<file path="src/rtl/ahb_lite_pkg.sv">
// Shared AHB-Lite types: transfer/size/burst/prot/resp encodings and the
// memory-slave FSM state.
package ahb_lite_pkg;

    typedef enum logic [1:0] {
        AHB_TRANS_IDLE   = 2'b00,
        AHB_TRANS_BUSY   = 2'b01,
        AHB_TRANS_NONSEQ = 2'b10,
        AHB_TRANS_SEQ    = 2'b11
    } ahb_trans_t;

    typedef enum logic [2:0] {
        AHB_SIZE_BYTE  = 3'd0,
        AHB_SIZE_HALF  = 3'd1,
        AHB_SIZE_WORD  = 3'd2,
        AHB_SIZE_DWORD = 3'd3,
        AHB_SIZE_4W    = 3'd4,
        AHB_SIZE_8W    = 3'd5,
        AHB_SIZE_16W   = 3'd6,
        AHB_SIZE_32W   = 3'd7
    } ahb_size_t;

    typedef enum logic [2:0] {
        AHB_BURST_SINGLE = 3'd0,
        AHB_BURST_INCR   = 3'd1,
        AHB_BURST_WRAP4  = 3'd2,
        AHB_BURST_INCR4  = 3'd3,
        AHB_BURST_WRAP8  = 3'd4,
        AHB_BURST_INCR8  = 3'd5,
        AHB_BURST_WRAP16 = 3'd6,
        AHB_BURST_INCR16 = 3'd7
    } ahb_burst_t;

    typedef logic [3:0] ahb_prot_t;

    typedef enum logic {
        AHB_RESP_OKAY  = 1'b0,
        AHB_RESP_ERROR = 1'b1
    } ahb_resp_t;

    typedef enum logic [1:0] {
        ST_IDLE = 2'd0,
        ST_DATA = 2'd1,
        ST_ERR1 = 2'd2,
        ST_ERR2 = 2'd3
    } ahb_slave_state_t;

endpackage

</file>
<file path="src/rtl/ahb_lite_be_gen.sv">
// Combinational decode of transfer size/address into an aligned address,
// byte-lane enables and a legality flag (size fits the bus, address aligned).
module ahb_lite_be_gen
    import ahb_lite_pkg::*;
#(
    parameter int ADDR_WIDTH = 32,
    parameter int DATA_WIDTH = 32
) (
    input  logic [ADDR_WIDTH-1:0]   addr,
    input  ahb_size_t               size,
    output logic [ADDR_WIDTH-1:0]   addr_aligned,
    output logic [DATA_WIDTH/8-1:0] be,
    output logic                    legal
);
    localparam int LANES = DATA_WIDTH / 8;
    localparam int LB    = $clog2(LANES);

    logic                  size_ok;
    logic [2:0]            eff_size;
    logic [ADDR_WIDTH-1:0] size_mask;
    logic [ADDR_WIDTH-1:0] eff_mask;
    logic [LB-1:0]         lane;

    always_comb begin
        size_ok      = (int'(size) <= LB);
        // Oversize transfers are clamped so the decode stays in range even
        // when the caller discards the legality flag.
        eff_size     = size_ok ? 3'(size) : 3'(LB);
        size_mask    = (ADDR_WIDTH'(1) << size) - ADDR_WIDTH'(1);
        eff_mask     = (ADDR_WIDTH'(1) << eff_size) - ADDR_WIDTH'(1);
        legal        = size_ok && ((addr & size_mask) == '0);
        addr_aligned = addr & ~eff_mask;
        lane         = addr_aligned[LB-1:0];
        be           = '0;
        for (int i = 0; i < LANES; i++) begin
            be[i] = (i >= int'(lane)) && (i < int'(lane) + (1 << eff_size));
        end
    end

endmodule

</file>
<file path="src/rtl/ahb_lite_mem_slave.sv">
// AHB-Lite subordinate bridging to a req/ack memory port with wait states.
// Define AHB_LITE_MEM_SLAVE_ERR_EN to enable the legality check and ERROR response.
module ahb_lite_mem_slave
    import ahb_lite_pkg::*;
#(
    parameter int ADDR_WIDTH = 32,
    parameter int DATA_WIDTH = 32
) (
    input  logic                    clk_i,
    input  logic                    rst_n_i,
    input  logic                    hsel_i,
    input  logic [ADDR_WIDTH-1:0]   haddr_i,
    input  ahb_trans_t              htrans_i,
    input  ahb_size_t               hsize_i,
    input  ahb_burst_t              hburst_i,
    input  logic [3:0]              hprot_i,
    input  logic                    hwrite_i,
    input  logic                    hready_i,
    input  logic [DATA_WIDTH-1:0]   hwdata_i,
    output logic                    hreadyout_o,
    output logic                    hresp_o,
    output logic [DATA_WIDTH-1:0]   hrdata_o,
    output logic                    mem_req_o,
    output logic                    mem_we_o,
    output logic [ADDR_WIDTH-1:0]   mem_addr_o,
    output logic [DATA_WIDTH/8-1:0] mem_be_o,
    output logic [DATA_WIDTH-1:0]   mem_wdata_o,
    input  logic                    mem_ack_i,
    input  logic [DATA_WIDTH-1:0]   mem_rdata_i
);
    localparam int LANES = DATA_WIDTH / 8;

    ahb_slave_state_t      state_q, state_d;
    logic                  accept, can_acc, legal, chk_legal;
    logic [ADDR_WIDTH-1:0] addr_al, addr_q;
    logic [LANES-1:0]      be_nxt, be_q;
    logic                  we_q;

    // Burst type and protection carry no meaning for a flat memory.
    logic unused_in;
    assign unused_in = ^{hburst_i, hprot_i};

    assign accept = hsel_i & hready_i &
                    ((htrans_i == AHB_TRANS_NONSEQ) || (htrans_i == AHB_TRANS_SEQ));

    ahb_lite_be_gen #(
        .ADDR_WIDTH (ADDR_WIDTH),
        .DATA_WIDTH (DATA_WIDTH)
    ) u_be_gen (
        .addr         (haddr_i),
        .size         (hsize_i),
        .addr_aligned (addr_al),
        .be           (be_nxt),
        .legal        (chk_legal)
    );

`ifdef AHB_LITE_MEM_SLAVE_ERR_EN
    assign legal = chk_legal;
`else
    logic unused_legal;
    assign unused_legal = chk_legal;
    assign legal        = 1'b1;
`endif

    always_comb begin
        state_d     = state_q;
        can_acc     = 1'b0;
        hreadyout_o = 1'b1;
        hresp_o     = AHB_RESP_OKAY;
        mem_req_o   = 1'b0;
        hrdata_o    = '0;
        unique case (state_q)
            ST_IDLE: can_acc = 1'b1;
            ST_DATA: begin
                mem_req_o   = 1'b1;
                hreadyout_o = mem_ack_i;
                hrdata_o    = mem_rdata_i;
                can_acc     = mem_ack_i;
                if (mem_ack_i) state_d = ST_IDLE;
            end
`ifdef AHB_LITE_MEM_SLAVE_ERR_EN
            ST_ERR1: begin
                hreadyout_o = 1'b0;
                hresp_o     = AHB_RESP_ERROR;
                state_d     = ST_ERR2;
            end
            ST_ERR2: begin
                hresp_o = AHB_RESP_ERROR;
                can_acc = 1'b1;
                state_d = ST_IDLE;
            end
`endif
            default: state_d = ST_IDLE;
        endcase
        if (can_acc && accept) state_d = legal ? ST_DATA : ST_ERR1;
    end

    // Backend fields are only refreshed by a legal accept, so they stay
    // frozen for the whole data phase.
    always_ff @(posedge clk_i or negedge rst_n_i) begin
        if (!rst_n_i) begin
            state_q <= ST_IDLE;
            addr_q  <= '0;
            be_q    <= '0;
            we_q    <= 1'b0;
        end else begin
            state_q <= state_d;
            if (can_acc && accept && legal) begin
                addr_q <= addr_al;
                be_q   <= be_nxt;
                we_q   <= hwrite_i;
            end
        end
    end

    assign mem_addr_o  = addr_q;
    assign mem_be_o    = be_q;
    assign mem_we_o    = we_q;
    assign mem_wdata_o = hwdata_i;

endmodule

</file>
<file path="config.mk">
export PLATFORM = sky130hd
export DESIGN_NAME = ahb_lite_mem_slave
export DESIGN_NICKNAME = d
export VERILOG_FILES = /design/src/rtl/ahb_lite_pkg.sv /design/src/rtl/ahb_lite_be_gen.sv /design/src/rtl/ahb_lite_mem_slave.sv
export SDC_FILE = /design/constraint.sdc
export NUM_CORES = 1
export LEC_CHECK = 0
export ABC_AREA = 1
export CAP_MARGIN = 20
export CORE_ASPECT_RATIO = 1.75
export CORE_UTILIZATION = 30
export DETAILED_ROUTE_END_ITERATION = 8
export HOLD_SLACK_MARGIN = 0.06
export PLACE_DENSITY_LB_ADDON = 0.08
export SYNTH_ARGS = -nofsm -noshare
export SYNTH_HDL_FRONTEND = slang
export SYNTH_SLANG_ARGS = --single-unit
export TNS_END_PERCENT = 10
</file>
<file path="constraint.sdc">
create_clock -name clk_i -period 3.07 [get_ports clk_i]
set_clock_uncertainty 0.15 [all_clocks]
set_input_delay 0.614 -clock clk_i [delete_from_list [all_inputs] [get_ports clk_i]]
set_output_delay 0.614 -clock clk_i [all_outputs]
set_load 0.01 [all_outputs]
</file>
======== Word-level counts from Yosys, hierarchy flattened ========
Cells that the tools add are included.
storage, ports and cells
  word-level logic and storage cells ...... 39
  bits in registers ....................... 39
  input bits .............................. 114
operators by class
  add/sub/neg operators ................... 2
  equal/unequal tests ..................... 5
  reductions and logical operators ........ 7
  muxes and demuxes ....................... 8
  shift-type cells ........................ 1
  bitwise gates (word level) .............. 4
  $lt $le $gt $ge ......................... 8
operators by type and width
  cell                   number
  $lt 3x32->1 const A    2
  $add 3x32->32          1
  $and 32x32->32         1
  $lt 1x32->1 const A    1
  $lt 2x32->1 const A    1
  $mux 32                1
  $not 32->32            1
  $shl 1x3->32 const A   1
  $sub 32x2->32 const B  1
  $eq 2x2->1 const B     2
  $ge 1x2->1 const A     2
  $logic_and 1x1->1      4
  $mux 2                 2
  $pmux 2 s2             1
  $le 3x2->1 const B     1
  $mux 3                 1
  $ne 3x3->1 const B     1
  $and 1x1->1            2
  $eq 2x1->1 const B     1
  $ge 2x2->1 const A     1
  $logic_not 2->1        1
  $mux 1                 2
  $ne 2x2->1 const B     1
  $pmux 1 s2             1
  other kinds (2)        2

======== Depth between registers and ports, before layout ========
  depth in word-level cells ............... 9
  mapped depth ............................ 10
  depth with buffers taken out ............ 10

======== Cells and area by module ========
From an unflattened synthesis, not the netlist that was laid out.
unflattened totals
  cell total of the unflattened synthesis .. 388
  area total of the unflattened synthesis .. 2602.5 um2
modules (own cells, without submodules)
  module              cells each  area an instance (um2)  times used
  ahb_lite_mem_slave  270         2064.5                  1
  ahb_lite_be_gen     118         538.0                   1

======== Least setup slack after synthesis ========
OpenSTA, ideal clock, no wires.
  path kind ............................... input to register
  start point ............................. input port hsize_i[1]
  end point ............................... register be_q[0], in the netlist mem_be_o[0]
  required time ........................... 2804 ps
  slack ................................... 1244 ps
  library setup time ...................... 116 ps
  data arrival time ....................... 1560 ps
  buffers on the path ..................... 0
  stages on the path ...................... 10
  path through ............................ nor2_1 -> nand3_1 -> inv_1 -> ha_1 -> inv_1 -> nand2_1 -> inv_1 -> nand2_1 -> nand2_1 -> nand2_1
between the ends
  longest elaborated chain between the ends .. 9
  elaborated cells on any way between the ends .. 10
  those cells by class .................... add/sub (2); order compare (3); shift (1); mux (1); bitwise (2); reduce/logical (1)
ends and longest elaborated chain
  item                    RTL line                   source
  start: declaration      ahb_lite_mem_slave.sv:14   input ahb_size_t hsize_i,
  $le 3x2->1              ahb_lite_be_gen.sv:25      size_ok = (int'(size) <= LB);
  $mux 3 *                ahb_lite_be_gen.sv:28      eff_size = size_ok ? 3'(size) : 3'(LB);
  $shl 1x3->32 *          ahb_lite_be_gen.sv:30      eff_mask = (ADDR_WIDTH'(1) << eff_size) - ADDR_WIDTH'(1);
  $sub 32x2->32 *         ahb_lite_be_gen.sv:30
  $not 32->32 *           ahb_lite_be_gen.sv:32      addr_aligned = addr & ~eff_mask;
  $and 32x32->32 *        ahb_lite_be_gen.sv:32
  named net addr_al[0]    ahb_lite_mem_slave.sv:35   logic [ADDR_WIDTH-1:0] addr_al, addr_q;
  $add 3x32->32           ahb_lite_be_gen.sv:36      be[i] = (i >= int'(lane)) && (i < int'(lane) + (1 << eff_size));
  $lt 1x32->1             ahb_lite_be_gen.sv:36
  $logic_and 1x1->1 *     ahb_lite_be_gen.sv:36
  end signal: assignment  ahb_lite_mem_slave.sv:110  be_q <= be_nxt;
  end: declaration        ahb_lite_mem_slave.sv:36   logic [LANES-1:0] be_nxt, be_q;
The timed path passes the listed nets; every way through them passes the cells marked *.
A chain may end at the register's enable or synchronous reset.

======== Final worst setup path ========
  start point ............................. input port mem_ack_i
  end point ............................... output port hreadyout_o
between the ends
  longest elaborated chain between the ends .. 1
ends and longest elaborated chain
  item                RTL line                  source
  start: declaration  ahb_lite_mem_slave.sv:28  input logic mem_ack_i,
  $mux 1              ahb_lite_mem_slave.sv:72  unique case (state_q)
  end: declaration    ahb_lite_mem_slave.sv:20  output logic hreadyout_o,
Every way passes these cells.

==> summary.md <==
| Metric | Value |
|---|---|
| Clk sinks | 38 |
| Clk_lat worst skew | 0.28 ns |
| Most frequent cell after synthesis | nand2_1 |
| 1st-iter DRT viols | 75 |
| GRT overflow | 0 |
| Htree depth | 2 |
| Critical Path RT | 2.31 ns |
| Final count of hold timing violations | 0 |
| Initial antenna violation count | 0 |
| R2R Setup Slk | 1.40 ns |
| Global-route wire length before repair | 8750 um |
| Post-Route Utilization | 51.2% |
| Worst-path clk slew | 0.06 ns |
| Longest Clk Path Bufs | 2 |
| WP data arrival | 1.83 ns |
| Final #Nets | 522 |
| Total track usage | 15.5% |
| Fmax | 385 MHz |
| Shortest period the worst path allows | 2.60 ns |
| Unrepaired setup endpoints after global routing | no |
| Critical-path cell list | clkdlybuf4s50_1, inv_1, nand2_1, clkdlybuf4s50_1 |
| Critical path's largest stage delay | 0.55 ns |
| Internal Pwr Total | 1.22 mW |
| Clk pwr share | 31.2% |
| Max FO, Critical Path | 3 |
| Initial Util | 31.1% |
| Mapped cell area | 2140 um^2 |
| Worst path slowest cell | clkdlybuf4s50_1 |
| Yosys warning count | 0 |
| Dpl hpwl | 4200 um |
| Max Cap Violations | 0 |
| Top post-synthesis cells by area | dfrtp_1, nand2_1, buf_4 |
| Sw power | 0.450 mW |
| Setup violators final | 0 |
| Ratio of cells with drive above 1 in the final layout | 3.69% |
| Die width | 65.9 um |
| Critical path depth in cells | 4 |
| Post-synth top area share | 44.3% |
| Buf+Inv Stages, Crit Path | 3 |
| CP endpoint kind | primary output |
| Distinct cells, synth | 19 |
| Critical Path Source Type | primary input |
| Tightest Pin Transition | 0.851 ns |
| Placer Congestion | 0.731 |
| Syn Inst Count | 295 |
| Synth Register Bits | 38 |
| Worst path most repeated cell | clkdlybuf4s50_1 |
| Worst VDD drop | 0.196 mV |
| Design area | 3530 um^2 |
| I/O pins | 218 |
| CTS resizes | 0 |
| Register area share after synthesis | 44.3% |
| Port Buffer Count | 144 |
| CTS tree | built |
| Hold WS | 0.289 ns |
| Setup bufs post-CTS | 0 |
| Post-synth EDFFs | 0 |
| Vias | 2,050 |
| Total CTS buffers | 5 |
| Hold-fix buffers, CTS | 0 |
| Vias per cell | 4.18 |
| Post-route DRC | 0 |
| Ant diodes | 0 |
| Routed wire length per instance | 11.4 um |
| Reg2Reg Launch Point | state_q[0]$_DFFE_PN0P_ |
| Vias in the first global route | 1,973 |
| Post-route ant nets | 0 |
| Clock root buffer | clkbuf_16 |
| Sw frac | 26.9% |
| Worst R2R Path Depth | 7 |
| Mean Syn Cell Area | 7.27 um^2 |
| Final Max Tran Viols | 0 |
| Pwr per Cell Area | 473 nW/um^2 |
| Placed cells | 483 |
| Pleak | 1.88 nW |
| Final setup TNS | 0 ns |
| Pin count of the biggest net entering global routing | 39 |
| WL final | 5600 um |
| Worst reg2reg path endpoint | mem_be_o[3]$_DFFE_PN0P_ |
| Top_reg_cell synth | dfrtp_1 |
| Share of power burned in registers | 37.7% |
| Non-filler cells in the finished layout | 491 |
| Die Ht | 114 um |
| Worst setup path class | primary input to primary output |
| Placed cell area | 3380 um^2 |
| Largest delay contributor family on the critical path | buffers and inverters |
| Status | finished clean |
| Fraction of registers with async set/reset | 100% |
| Max_slew headroom | 43.2% |
| Logic pwr share | 31.1% |
| First-pass DRT Iterations | 4 |
| Row count | 40 |
| Die area | 7500 um^2 |
| Layout area overhead | 64.8% |
| Synth top cells by count | nand2_1, inv_1, dfrtp_1 |
| Core footprint | 6910 um^2 |
| Fin crit share | 84.6% |
| Hold Crit Class | primary input to async pin |
| Cell taking the most area after synthesis | dfrtp_1 |
[logic make-up (layout without fill, tap and decap cells)]
family                   after synthesis  count (layout)  share of synthesized area, %
flip-flops                            38              38                          44.3
other                                  2               3                         0.350
AO/OA/AOI/OAI                          4               4                          1.05
AND/OR/NAND/NOR                      162             162                          30.2
buffers and inverters                 87             198                          22.9
adder cells (fa/ha/maj)                2               2                          1.17
[power by group through the flow]
stage	Sequential, mW	Combinational (mW)	Clock, mW
after global routing	0.643	0.569	0.557
after detailed placement	0.639	0.527	0
after floorplan	0.684	0.179	0
after CTS	0.631	0.529	0.538
after global placement	0.636	0.524	0
final	0.630	0.519	0.520
[worst max-delay path by stage]
stage	endpoint	startpoint	slack (ns)
global placement	hreadyout_o	mem_ack_i	0.46
floorplan	mem_be_o[0]$_DFFE_PN0P_	hsize_i[1]	1.24
CTS	hreadyout_o	mem_ack_i	0.45
global route	hreadyout_o	mem_ack_i	0.43
detailed placement	hreadyout_o	mem_ack_i	0.46
finish	hreadyout_o	mem_ack_i	0.47
[layout by cell type (no fill, tap or decap), types with 2 or more instances in the layout]
| cell | instances |
|---|---|
| o21ai_0 | 2 |
| nor2_1 | 5 |
| dfrtp_1 | 38 |
| clkdlybuf4s50_1 | 143 |
| inv_1 | 42 |
| clkbuf_16 | 5 |
| buf_4 | 2 |
| nand3_1 | 8 |
| ha_1 | 2 |
| nand2_1 | 145 |
| conb_1 | 3 |
[sequential cells by signal, indices dropped and copies added, names as in the netlist]
signal,cells
mem_we_o,1
mem_addr_o,32
state_q,1
mem_be_o,4
[stage by stage]
| stage | total power [mW] | worst slack (ns) |
|---|---|---|
| after floorplan | 0.863 | 1.24 |
| after global routing | 1.77 | 0.427 |
| final | 1.67 | 0.472 |
| after CTS | 1.70 | 0.454 |
| after detailed placement | 1.17 | 0.460 |
| after global placement | 1.16 | 0.458 |
[worst reg2reg max path: stages (launching register included)]
cell and delay, ns:
dfrtp_1 0.35, buf_4 0.23, inv_2 0.11, nor2_4 0.05, nor2_8 0.26, inv_4 0.21, nand2_1 0.12, o21ai_0 0.07
[final cells by class]
class / count / area [um^2]
Clock buffer: 6 / 139
Clock inverter: 2 / 12.5
Fill cell: 709 / 3370
Inverter: 44 / 168
Multi-Input combinational cell: 171 / 707
Sequential cell: 38 / 951
Tap cell: 84 / 105
Timing Repair Buffer: 146 / 1450
[routing by layer]
layer	up-vias	GRT usage (%)	share of wire, %
li1	1036	-	-
met4	0	8.41	2.7
met3	14	5.20	8.9
met2	116	27.7	52
met5	-	0	0
met1	884	15.1	36
No activity file was read; power rests on OpenSTA's default activity.
